$ cat src/rtl/imem_pkg.sv
// Shared constants and state encoding for the instruction-memory loader.
package imem_pkg;

   localparam int unsigned IMEM_DEPTH = 64;
   localparam int unsigned WORD_W     = 32;

   typedef enum logic [1:0] {
      ST_IDLE,
      ST_RECV,
      ST_WRITE,
      ST_DONE
   } loader_state_t;

endpackage

$ cat src/rtl/imem_byte_packer.sv
// Little-endian byte packer: four accepted bytes form one 32-bit word, first byte in [7:0].
module imem_byte_packer
   import imem_pkg::*;
(
   input  logic              clk,
   input  logic              rst_n,
   input  logic              clear,
   input  logic              accept,
   input  logic [7:0]        byte_data,
   output logic [WORD_W-1:0] word,
   output logic              last
);

   logic [1:0]        idx_q;
   logic [WORD_W-1:0] shift_q;

   assign word = shift_q;
   assign last = accept && (idx_q == 2'd3);

   // Bytes enter at the top and shift down, so after four the first one sits in [7:0].
   always_ff @(posedge clk) begin
      if (!rst_n || clear) begin
         idx_q   <= '0;
         shift_q <= '0;
      end else if (accept) begin
         idx_q   <= idx_q + 2'd1;
         shift_q <= {byte_data, shift_q[WORD_W-1:8]};
      end
   end

endmodule

$ cat src/rtl/imem_loader.sv
// Streams program bytes into instruction memory, one word per WRITE cycle,
// holding the CPU in reset until the session completes.
module imem_loader
   import imem_pkg::*;
#(
   parameter int unsigned DEPTH = IMEM_DEPTH,
   parameter int unsigned AW    = 32
) (
   input  logic              clk,
   input  logic              rst_n,
   input  logic              start,
   input  logic [6:0]        load_len,
   input  logic              byte_valid,
   input  logic [7:0]        byte_data,
   output logic              byte_ready,
   output logic              wr_en,
   output logic [AW-1:0]     wr_addr,
   output logic [WORD_W-1:0] wr_data,
   output logic [6:0]        word_count,
   output logic              busy,
   output logic              done,
   output logic              err,
   output logic              cpu_hold
);

   loader_state_t     state, state_next;
   logic [6:0]        len_q;
   logic [6:0]        count_q;
   logic              err_q;
   logic [AW-1:0]     addr_q;
   logic [WORD_W-1:0] data_q;
   logic              len_bad;
   logic              start_ok;
   logic              pk_clear;
   logic              pk_last;
   logic              accept;
   logic [WORD_W-1:0] pk_word;
   logic [AW-1:0]     cur_addr;

   assign len_bad  = (32'(load_len) > DEPTH);
   assign accept   = byte_valid && byte_ready;
   assign cur_addr = AW'({count_q, 2'b00});

   imem_byte_packer u_packer (
      .clk       (clk),
      .rst_n     (rst_n),
      .clear     (pk_clear),
      .accept    (accept),
      .byte_data (byte_data),
      .word      (pk_word),
      .last      (pk_last)
   );

   always_comb begin
      state_next = state;
      start_ok   = 1'b0;
      pk_clear   = 1'b0;
      case (state)
         ST_IDLE, ST_DONE: begin
            if (start && !len_bad) begin
               start_ok = 1'b1;
               if (load_len == '0) begin
                  state_next = ST_DONE;
               end else begin
                  state_next = ST_RECV;
                  pk_clear   = 1'b1;
               end
            end
         end
         ST_RECV:  if (pk_last) state_next = ST_WRITE;
         ST_WRITE: state_next = (count_q + 7'd1 == len_q) ? ST_DONE : ST_RECV;
         default:  state_next = ST_IDLE;
      endcase
   end

   always_ff @(posedge clk) begin
      if (!rst_n) begin
         state   <= ST_IDLE;
         len_q   <= '0;
         count_q <= '0;
         err_q   <= 1'b0;
         addr_q  <= '0;
         data_q  <= '0;
      end else begin
         state <= state_next;
         if ((state == ST_IDLE || state == ST_DONE) && start)
            err_q <= len_bad;
         if (start_ok) begin
            len_q   <= load_len;
            count_q <= '0;
         end
         if (state == ST_WRITE) begin
            addr_q  <= cur_addr;
            data_q  <= pk_word;
            count_q <= count_q + 7'd1;
         end
      end
   end

   // The live word/address drive the bus during WRITE; the registers keep them afterwards.
   assign wr_en      = (state == ST_WRITE);
   assign wr_addr    = wr_en ? cur_addr : addr_q;
   assign wr_data    = wr_en ? pk_word  : data_q;
   assign byte_ready = (state == ST_RECV);
   assign word_count = count_q;
   assign busy       = (state == ST_RECV) || (state == ST_WRITE);
   assign done       = (state == ST_DONE);
   assign err        = err_q;
   assign cpu_hold   = (state != ST_DONE);

endmodule

$ cat config.mk
export PLATFORM = sky130hd
export DESIGN_NAME = imem_loader
export DESIGN_NICKNAME = d
export VERILOG_FILES = /design/src/rtl/imem_pkg.sv /design/src/rtl/imem_byte_packer.sv /design/src/rtl/imem_loader.sv
export SDC_FILE = /design/constraint.sdc
export NUM_CORES = 1
export LEC_CHECK = 0
export CORE_MARGIN = 5
export CORE_UTILIZATION = 40
export DETAILED_ROUTE_END_ITERATION = 6
export PLACE_DENSITY_LB_ADDON = 0.2
export SLEW_MARGIN = 10
export SYNTH_ARGS = -nofsm -noshare
export SYNTH_HDL_FRONTEND = slang
export SYNTH_SLANG_ARGS = --single-unit
$ cat constraint.sdc
create_clock -name clk -period 2.5 [get_ports clk]
set_clock_uncertainty 0.15 [all_clocks]
set_input_delay 0.5 -clock clk [delete_from_list [all_inputs] [get_ports clk]]
set_output_delay 0.5 -clock clk [all_outputs]
set_load 0.005 [all_outputs]
* Word-level counts from Yosys, hierarchy flattened
Cells that the tools add are included.
** Storage, ports and cells
- Register bits after elaboration :: 115
- Latch bits :: 0
- RAM bits :: 0
- Bits in read-only memories :: 0
- Input bits :: 19
- Logic and storage cells :: 47
- Memories :: 0
** Operators by class
- Add/sub/neg operators :: 2
- Multipliers :: 0
- Div/mod/pow operators :: 0
- $lt $le $gt $ge :: 1
- Equality and inequality tests :: 8
- Shifts and indexed selects :: 0
- Multiplexer cells :: 14
- Bitwise gates (word level) :: 0
- Reductions and logical operators :: 14
** Operator list (number)
- $mux 32 :: 2
- $mux 7 :: 2
- $mux 2 :: 4
- $add 7x1->7 const B :: 1
- $eq 7x7->1 :: 1
- $gt 7x7->1 const B :: 1
- $logic_not 7->1 :: 1
- $eq 2x2->1 const B :: 3
- $pmux 2 s3 :: 1
- $mux 1 :: 5
- $logic_and 1x1->1 :: 4
- $ne 2x2->1 const B :: 2
- $logic_or 1x1->1 :: 3
- $add 2x1->2 const B :: 1
- $eq 2x1->1 const B :: 1
- $logic_not 1->1 :: 2
- $logic_not 2->1 :: 1
- $ne 2x1->1 const B :: 1
- $reduce_and 2->1 :: 1
- $reduce_bool 2->1 :: 1
- $reduce_or 2->1 :: 1

* Logic depth before layout (Yosys ltp)
Gate-level depths: netlist of run 1.
- Word-level depth :: 7
- Gate-level depth with buffers :: 7
- Depth with buffers taken out :: 7

* Hierarchy
A second synthesis of run 1 with hierarchy kept.
** Unflattened totals
- Cell total of the unflattened synthesis :: 439
- Area total of the unflattened synthesis :: 4585.6 µm²
** Modules (own cells, without submodules)
- imem_loader :: instances 1, cells an instance 326, area each 3313.2 µm²
- imem_byte_packer :: instances 1, cells an instance 113, area each 1272.5 µm²

* Worst setup path after synthesis of run 1
OpenSTA, ideal clock, no wires.
- Path kind :: reg-to-output
- Start :: register state[0]
- End :: output wr_addr[2]
- Arrival :: 1.365 ns
- Slack :: 0.485 ns
- Cell stages (with the launch flop) :: 6
- Path through :: dfxtp_1 -> inv_1 -> ha_1 -> buf_2 -> buf_2 -> mux2_2
** On the way
- Cells in the longest elaborated chain, start to end :: 2
** Ends and longest elaborated chain
- start, declared :: RTL line imem_loader.sv:26 : loader_state_t state, state_next;
- start signal, assigned :: RTL line imem_loader.sv:85 : state <= state_next;
- $eq 2x2->1 :: RTL line imem_loader.sv:101 : assign wr_en = (state == ST_WRITE);
- net wr_en :: RTL line imem_loader.sv:16 : output logic wr_en,
- $mux 32
- end, declared :: RTL line imem_loader.sv:17 : output logic [AW-1:0] wr_addr,
The timed path passes the listed nets, and every way through them passes these cells.

* Worst setup path after layout of run 1
- Start :: register state[0]
- End :: output wr_data[26]
** On the way
- Cells in the longest elaborated chain, start to end :: 2
** Ends and longest elaborated chain
- $eq 2x2->1 :: RTL line imem_loader.sv:101
- $mux 32
- end, declared :: RTL line imem_loader.sv:18 : output logic [WORD_W-1:0] wr_data,
Every way passes these cells.

==> results.py, run 1 <==
metrics = {
    "logic_synthesis": {
        "yosys_warnings": 0,
        "synth_ff_type": "dfxtp_1",
        "async_reset_ff_frac": 0,
        "synth_edf_count": 0,
        "synth_most_common_cell": "dfxtp_1",
        "ys_types": 41,
        "synth_area_per_cell_um2": 9.70,
        "ys_ff_latch": 115,
        "netlist_area_um2": 4530,
        "synth_nets": 492,
        "yosysSeqAreaShare": 0.508,
        "yosys.area.top_type": "dfxtp_1",
        "postSynthCellCount": 467,
        "synth_top_area_frac": 0.508,
        "synth_common_cells": "dfxtp_1 (115), nand2_1 (77), and2_1 (66)",
        "ys_top_cells_by_area": "dfxtp_1 (51%), mux2_2 (9.7%), and2_1 (9.1%), nand2_1 (6.4%), a21oi_1 (4.4%)",
    },
    "sta": {
        "hold_viol": 0,
        "rsz0062_at_grt": "yes",
        "fin_crit_sh": 1.01,
        "finalSetupViolCount": 8,
        "worstMarginPinSlew_ns": 0.489,
        "max_freq_ghz": 0.397,
        "worst_slack_ns": -0.0190,
        "slew_violations": 0,
        "fin_crit_ns": 2.52,
        "relSlewSlack": 0.672,
    },
    "drt": {
        "detail_route.wl_per_cell_um": 15.1,
        "met2_length_mm": 5.12,
        "routed_wl_mm": 10.9,
        "vias": 3492,
        "avgViaCountPerCell": 4.82,
        "dr.pass1.iters": 4,
        "top_layer": "met4",
        "drtIter0Drc": 120,
        "drt-met1-wl_mm": 5.02,
        "ant_nets": 0,
        "drcViolationCount": 0,
        "dr_wl_met3_um": 654,
    },
    "run_status": {
        "status": "finished, violations left",
        "violations": "negative setup slack",
    },
    "placed_design": {
        "postPlaceCellArea_um2": 5660,
        "pre_cts_ws_ns": 0.111,
        "io_buffer_count": 95,
        "gp_congestion": 0.806,
        "dpl.hpwl_mm": 6.90,
    },
    "clock_network": {
        "cts.clk_slew.worst_paths_ns": 0.05,
        "clk-insertion-delay-late_ns": 0.41,
        "cts_tree": "done",
        "htreeDepth": 4,
        "clock_path_buffers": 2,
        "cts_buffers": 17,
        "clock-sinks": 115,
        "ctsHoldBuffers": 0,
        "cts_root_buf": "clkbuf_16",
    },
    "critical_path": {
        "path_buf_inv": 4,
        "crit_required_ns": 1.85,
        "cp_cell_sequence": "inv_2 -> ha_4 -> buf_6 -> buf_12 -> mux2_2 -> dlygate4sd2_1",
        "r2r_setup_slack_ns": 0.42,
        "critPathMaxFanout": 13,
        "arrival_ns": 1.87,
        "slowest_delay_ns": 0.35,
        "critPathTopFamily": "buffers and inverters",
        "cp-start-kind": "register",
        "endpoint_kind": "primary output",
        "r2r-start": "word_count[1]",
        "critical_path_class": "register to primary output",
        "critPathSlowestCell": "mux2_2",
        "startpoint": "state[0]",
    },
    "finish": {
        "final_core_util": 0.584,
        "antenna_cells": 0,
        "syn2layout_area_growth_pct": 41.7,
        "fill_cells": 959,
        "drive_gt1_frac": 0.199,
        "post-route-cell-area_um2": 6420,
        "nets": 598,
    },
    "global_route": {
        "grt_max_degree": 61,
        "grt_pass1_wl_mm": 17.4,
        "grt_pass1_vias": 3558,
        "grt_use_total": 0.166,
        "overflow": 0,
        "antenna_found_initial": 0,
    },
    "floorplanning": {
        "die_area_um2": 13600,
        "rows": 38,
        "die_width_um": 116,
        "start_util": 0.412,
        "ioPinCount": 96,
        "core_area_um2": 11000,
        "die_h_um": 116,
    },
    "power_and_ir_drop": {
        "seqPwrFrac": 0.337,
        "powerDensity_nw_per_um2": 905,
        "p_total_mw": 5.81,
        "switching_share": 0.271,
        "leakage_nw": 2.77,
        "p_switching_mw": 1.57,
        "combinationalPowerShare": 0.256,
        "p_int_mw": 4.24,
        "clkPwrFrac": 0.407,
        "ir_worst_vdd_mv": 0.456,
    },
    "min_path": {
        "hold_path_class": "register to register",
        "hold_start": "u_packer.word[2]",
    },
    "job": {
        "maxCapViolations": 0,
    },
}
==> registers in the layout (all words and copies together), names as in the netlist <==
register,cells
addr_q,32
len_q,7
err,1
data_q,32
word_count,7
state,2
u_packer.word,32
u_packer.idx_q,2
==> area by class of cell <==
class / instances / area, um^2 / area share
clock buffer: 27 / 553 / 0.0862
tap: 140 / 175 / 0.0273
multi-input combinational: 318 / 2160 / 0.336
inverter: 6 / 22.5 / 0.00351
sequential: 115 / 2310 / 0.360
clock inverter: 3 / 40.0 / 0.00624
timing repair buffer: 115 / 1160 / 0.181
==> per-layer routing <==
metal	global-route usage	vias up
met3	0.0539	10
met2	0.257	83
li1	-	1742
met1	0.210	1657
met5	0	-
met4	0.0789	0
==> placed cells by master (no fill, tap or decap), types with 3 or more instances in the layout <==
| cell type | instances |
|---|---|
| xor2_1 | 3 |
| dlymetal6s2s_1 | 3 |
| clkbuf_16 | 18 |
| buf_4 | 8 |
| nand2_1 | 77 |
| dlygate4sd2_1 | 37 |
| a311oi_1 | 3 |
| mux2i_1 | 7 |
| buf_12 | 6 |
| clkdlybuf4s15_1 | 17 |
| clkbuf_2 | 8 |
| nor2_1 | 14 |
| mux2_4 | 11 |
| a21oi_1 | 40 |
| buf_6 | 3 |
| and2_1 | 66 |
| inv_1 | 5 |
| mux2_2 | 28 |
| nor2b_2 | 5 |
| ha_1 | 5 |
| dfxtp_1 | 113 |
| clkdlybuf4s50_1 | 29 |
| xnor2_1 | 8 |
| nor2b_1 | 19 |
| clkbuf_8 | 9 |
==> power groups by stage <==
| stage | logic, mW | clock network, mW | registers, mW |
|---|---|---|---|
| floorplan | 0.719 | 0 | 1.98 |
| global placement | 1.13 | 0 | 1.98 |
| detailed placement | 1.14 | 0 | 1.98 |
| CTS | 1.43 | 2.41 | 1.95 |
| global route | 1.62 | 2.50 | 1.96 |
| finish | 1.49 | 2.36 | 1.96 |
==> worst paths after layout <==
kind	cells after the start	end
worst max-delay path	6	wr_data[26]
worst min-delay path	2	u_packer.word[2]
worst max register to register	6	state[1]
worst min register to register	2	u_packer.word[2]
==> per-stage QoR <==
stage | hold WS, ns | setup TNS, ns | instances
6_report | 0.305 | -0.0685 | 724
5_1_grt | 0.333 | -0.779 | 724
4_1_cts | 0.308 | -1.87 | 720
3_5_place_dp | 0.301 | 0 | 684
3_3_place_gp | 0.295 | 0 | 684
2_1_floorplan | 0.282 | 0 | 467
==> what timing repair did <==
action	4_1_cts	5_1_grt
cloned	3	1
setup endpoints to repair	64	42
buffers inserted	3	5
pin swaps	0	1
resized for setup	77	50
==> worst reg2reg max path, stage by stage, from the launching register on <==
cell and delay [ns]:
dfxtp_1 0.48, ha_1 0.35, nand3_2 0.15, nor2_1 0.24
xnor2_1 0.13, o41ai_2 0.33, a32o_1 0.19
==> cell families after synthesis <==
| kind of cell | Yosys count | share of synthesized area |
|---|---|---|
| adder cells (fa/ha/maj) | 6 | 0.0166 |
| AO/OA/AOI/OAI | 58 | 0.0818 |
| buffers and inverters | 34 | 0.0318 |
| multiplexers | 46 | 0.112 |
| flip-flops | 115 | 0.508 |
| AND/OR/NAND/NOR | 197 | 0.228 |
| XOR/XNOR | 11 | 0.0213 |
(Power assumes the default switching activity.)
==> run 2, diff against run 1 <==
GPL_TIMING_DRIVEN = 0   (was not set)
clock period = 3.2 ns   (was 2.5 ns; I/O delays follow)
==> run 2 against run 1 <==
Against the previous run: the flow now finishes without violations; via count is 0.95% higher; setup slack improved by 0.19 ns; non-clock buffer count up 7; flip-flop and latch count did not move; hold slack improved by 0.0029 ns; sequential share of layout area is 0.67 points higher; die area unchanged; core utilization fell by 1.2 points; sequential power is 22% lower; first-iteration DRC count is 14% lower; final cell count rose by 1.2%; clock power shrank 19%.
==> results.py, run 2 (synthesis results as in run 1) <==
metrics = {
    "placed_design": {
        "dpl.hpwl_mm": 7.49,
        "io_buffer_count": 94,
        "pre_cts_ws_ns": 0.279,
        "gp_congestion": 0.792,
        "postPlaceCellArea_um2": 5650,
    },
    "sta": {
        "finalSetupViolCount": 0,
        "worstMarginPinSlew_ns": 0.535,
        "slew_violations": 0,
        "worst_slack_ns": 0.175,
        "hold_viol": 0,
        "rsz0062_at_grt": "no",
        "relSlewSlack": 0.644,
        "setup-tns-final_ns": 0,
        "max_freq_ghz": 0.331,
        "fin_crit_sh": 0.945,
        "fin_crit_ns": 3.03,
    },
    "drt": {
        "drcViolationCount": 0,
        "vias": 3525,
        "ant_nets": 0,
        "drtIter0Drc": 103,
        "avgViaCountPerCell": 4.81,
        "detail_route.wl_per_cell_um": 14.5,
        "routed_wl_mm": 10.6,
        "dr.pass1.iters": 4,
    },
    "global_route": {
        "grt_max_degree": 17,
        "grt_pass1_vias": 3557,
        "grt_use_total": 0.166,
        "antenna_found_initial": 0,
        "overflow": 0,
        "grt_pass1_wl_mm": 17.5,
    },
    "critical_path": {
        "arrival_ns": 2.24,
        "crit_required_ns": 2.41,
        "cp-start-kind": "register",
        "endpoint_kind": "primary output",
        "critical_path_class": "register to primary output",
        "critPathMaxFanout": 10,
    },
    "floorplanning": {
        "die_area_um2": 13600,
        "rows": 38,
        "die_h_um": 116,
        "core_area_um2": 11000,
        "start_util": 0.412,
        "die_width_um": 116,
        "ioPinCount": 96,
    },
    "power_and_ir_drop": {
        "ir_worst_vdd_mv": 0.438,
        "p_switching_mw": 1.19,
        "combinationalPowerShare": 0.199,
        "seqPwrFrac": 0.355,
        "clkPwrFrac": 0.446,
        "p_int_mw": 3.12,
        "powerDensity_nw_per_um2": 685,
        "leakage_nw": 2.40,
        "switching_share": 0.276,
    },
    "finish": {
        "post-route-cell-area_um2": 6280,
        "syn2layout_area_growth_pct": 38.8,
        "drive_gt1_frac": 0.150,
        "antenna_cells": 0,
        "final_common_cell": "dfxtp_1",
        "most-common-layout-cells": "dfxtp_1 (115), clkdlybuf4s50_1 (94), nand2_1 (77), and2_1 (66), a21oi_1 (40)",
        "nets": 605,
    },
    "run_status": {
        "status": "finished, final reports clean",
    },
    "job": {
        "maxCapViolations": 0,
    },
    "clock_network": {
        "htreeDepth": 4,
        "clock-sinks": 115,
        "cts_buffers": 17,
        "post_cts_buffers": 0,
        "cts.clk_slew.worst_paths_ns": 0.05,
        "clock_path_buffers": 2,
        "cts_tree": "done",
        "clk-insertion-delay-late_ns": 0.41,
        "cts_root_buf": "clkbuf_16",
    },
    "min_path": {
        "hold_path_class": "register to register",
    },
}
==> run 2: cell count changes in the layout (fill, tap and decap cells not counted), moves of 5 or more <==
| cell | before | now |
|---|---|---|
| buf_12 | 6 | 0 |
| clkbuf_1 | 1 | 19 |
| clkbuf_2 | 8 | 2 |
| clkbuf_8 | 9 | 2 |
| clkdlybuf4s15_1 | 17 | 0 |
| clkdlybuf4s50_1 | 29 | 94 |
| dlygate4sd2_1 | 37 | 0 |
| mux2_2 | 28 | 39 |
| mux2_4 | 11 | 0 |
| nor2b_1 | 19 | 25 |
| nor2b_2 | 5 | 0 |
==> run 2: power groups by stage <==
stage               clock [mW]  sequential, mW  combinational, mW
finish                    1.92            1.53              0.855
floorplan                    0            1.54              0.562
global placement             0            1.55              0.814
CTS                       1.95            1.53              0.847
global route              2.02            1.54              0.948
detailed placement           0            1.56              0.818
==> run 2: path summary, 6_finish.rpt <==
kind,from,to,slack (ns),cells past startpoint
worst min register to register,u_packer.word[1],u_packer.word[1],0.31,2
worst min-delay path,u_packer.word[1],u_packer.word[1],0.31,2
worst max-delay path,state[0],wr_addr[3],0.17,6
worst max register to register,word_count[0],state[1],1.12,6
==> run 2: through the flow <==
step	hold slack, ns	util	total power [mW]	instances
2_1_floorplan	0.282	-	2.11	467
3_3_place_gp	0.295	0.514	2.37	701
3_5_place_dp	0.300	0.514	2.38	701
4_1_cts	0.309	0.571	4.33	733
5_1_grt	0.319	0.572	4.51	733
6_report	0.308	0.572	4.31	733
==> run 2: what timing repair did <==
action / 4_1_cts / 5_1_grt
gates resized for setup: 6 / 2
hold buffers: 0 / 0
pin swaps: 0 / 0
endpoints found under the setup margin: 35 / 35
==> run 2: layout make-up <==
class / instances / area (um^2)
tap: 140 / 175
multi-input combinational: 318 / 2100
clock inverter: 12 / 156
sequential: 115 / 2300
clock buffer: 20 / 457
fill: 975 / 4700
inverter: 6 / 22.5
timing repair buffer: 94 / 941
buffer: 28 / 135
==> run 2: critical path, stage by stage, from the launching register on <==
cell and delay (ns):
dfxtp_1 0.34, inv_1 0.11, ha_4 0.17, buf_6 0.16, buf_4 0.21, mux2_2 0.37, clkdlybuf4s50_1 0.47
==> run 2: metal layers <==
metal	vias to the layer above	wire length [um]	share of wire	GRT usage
li1	1764	-	-	-
met1	1656	4630	0.44	0.199
met2	88	5020	0.47	0.266
met3	17	799	0.075	0.0684
met4	0	163	0.015	0.0650
met5	-	0	0	0
==> run 3, diff against run 2 <==
CAP_MARGIN = 20   (was not set)
==> results of run 3 <==
Final layout, timing and power as in run 2 (identical DEF).
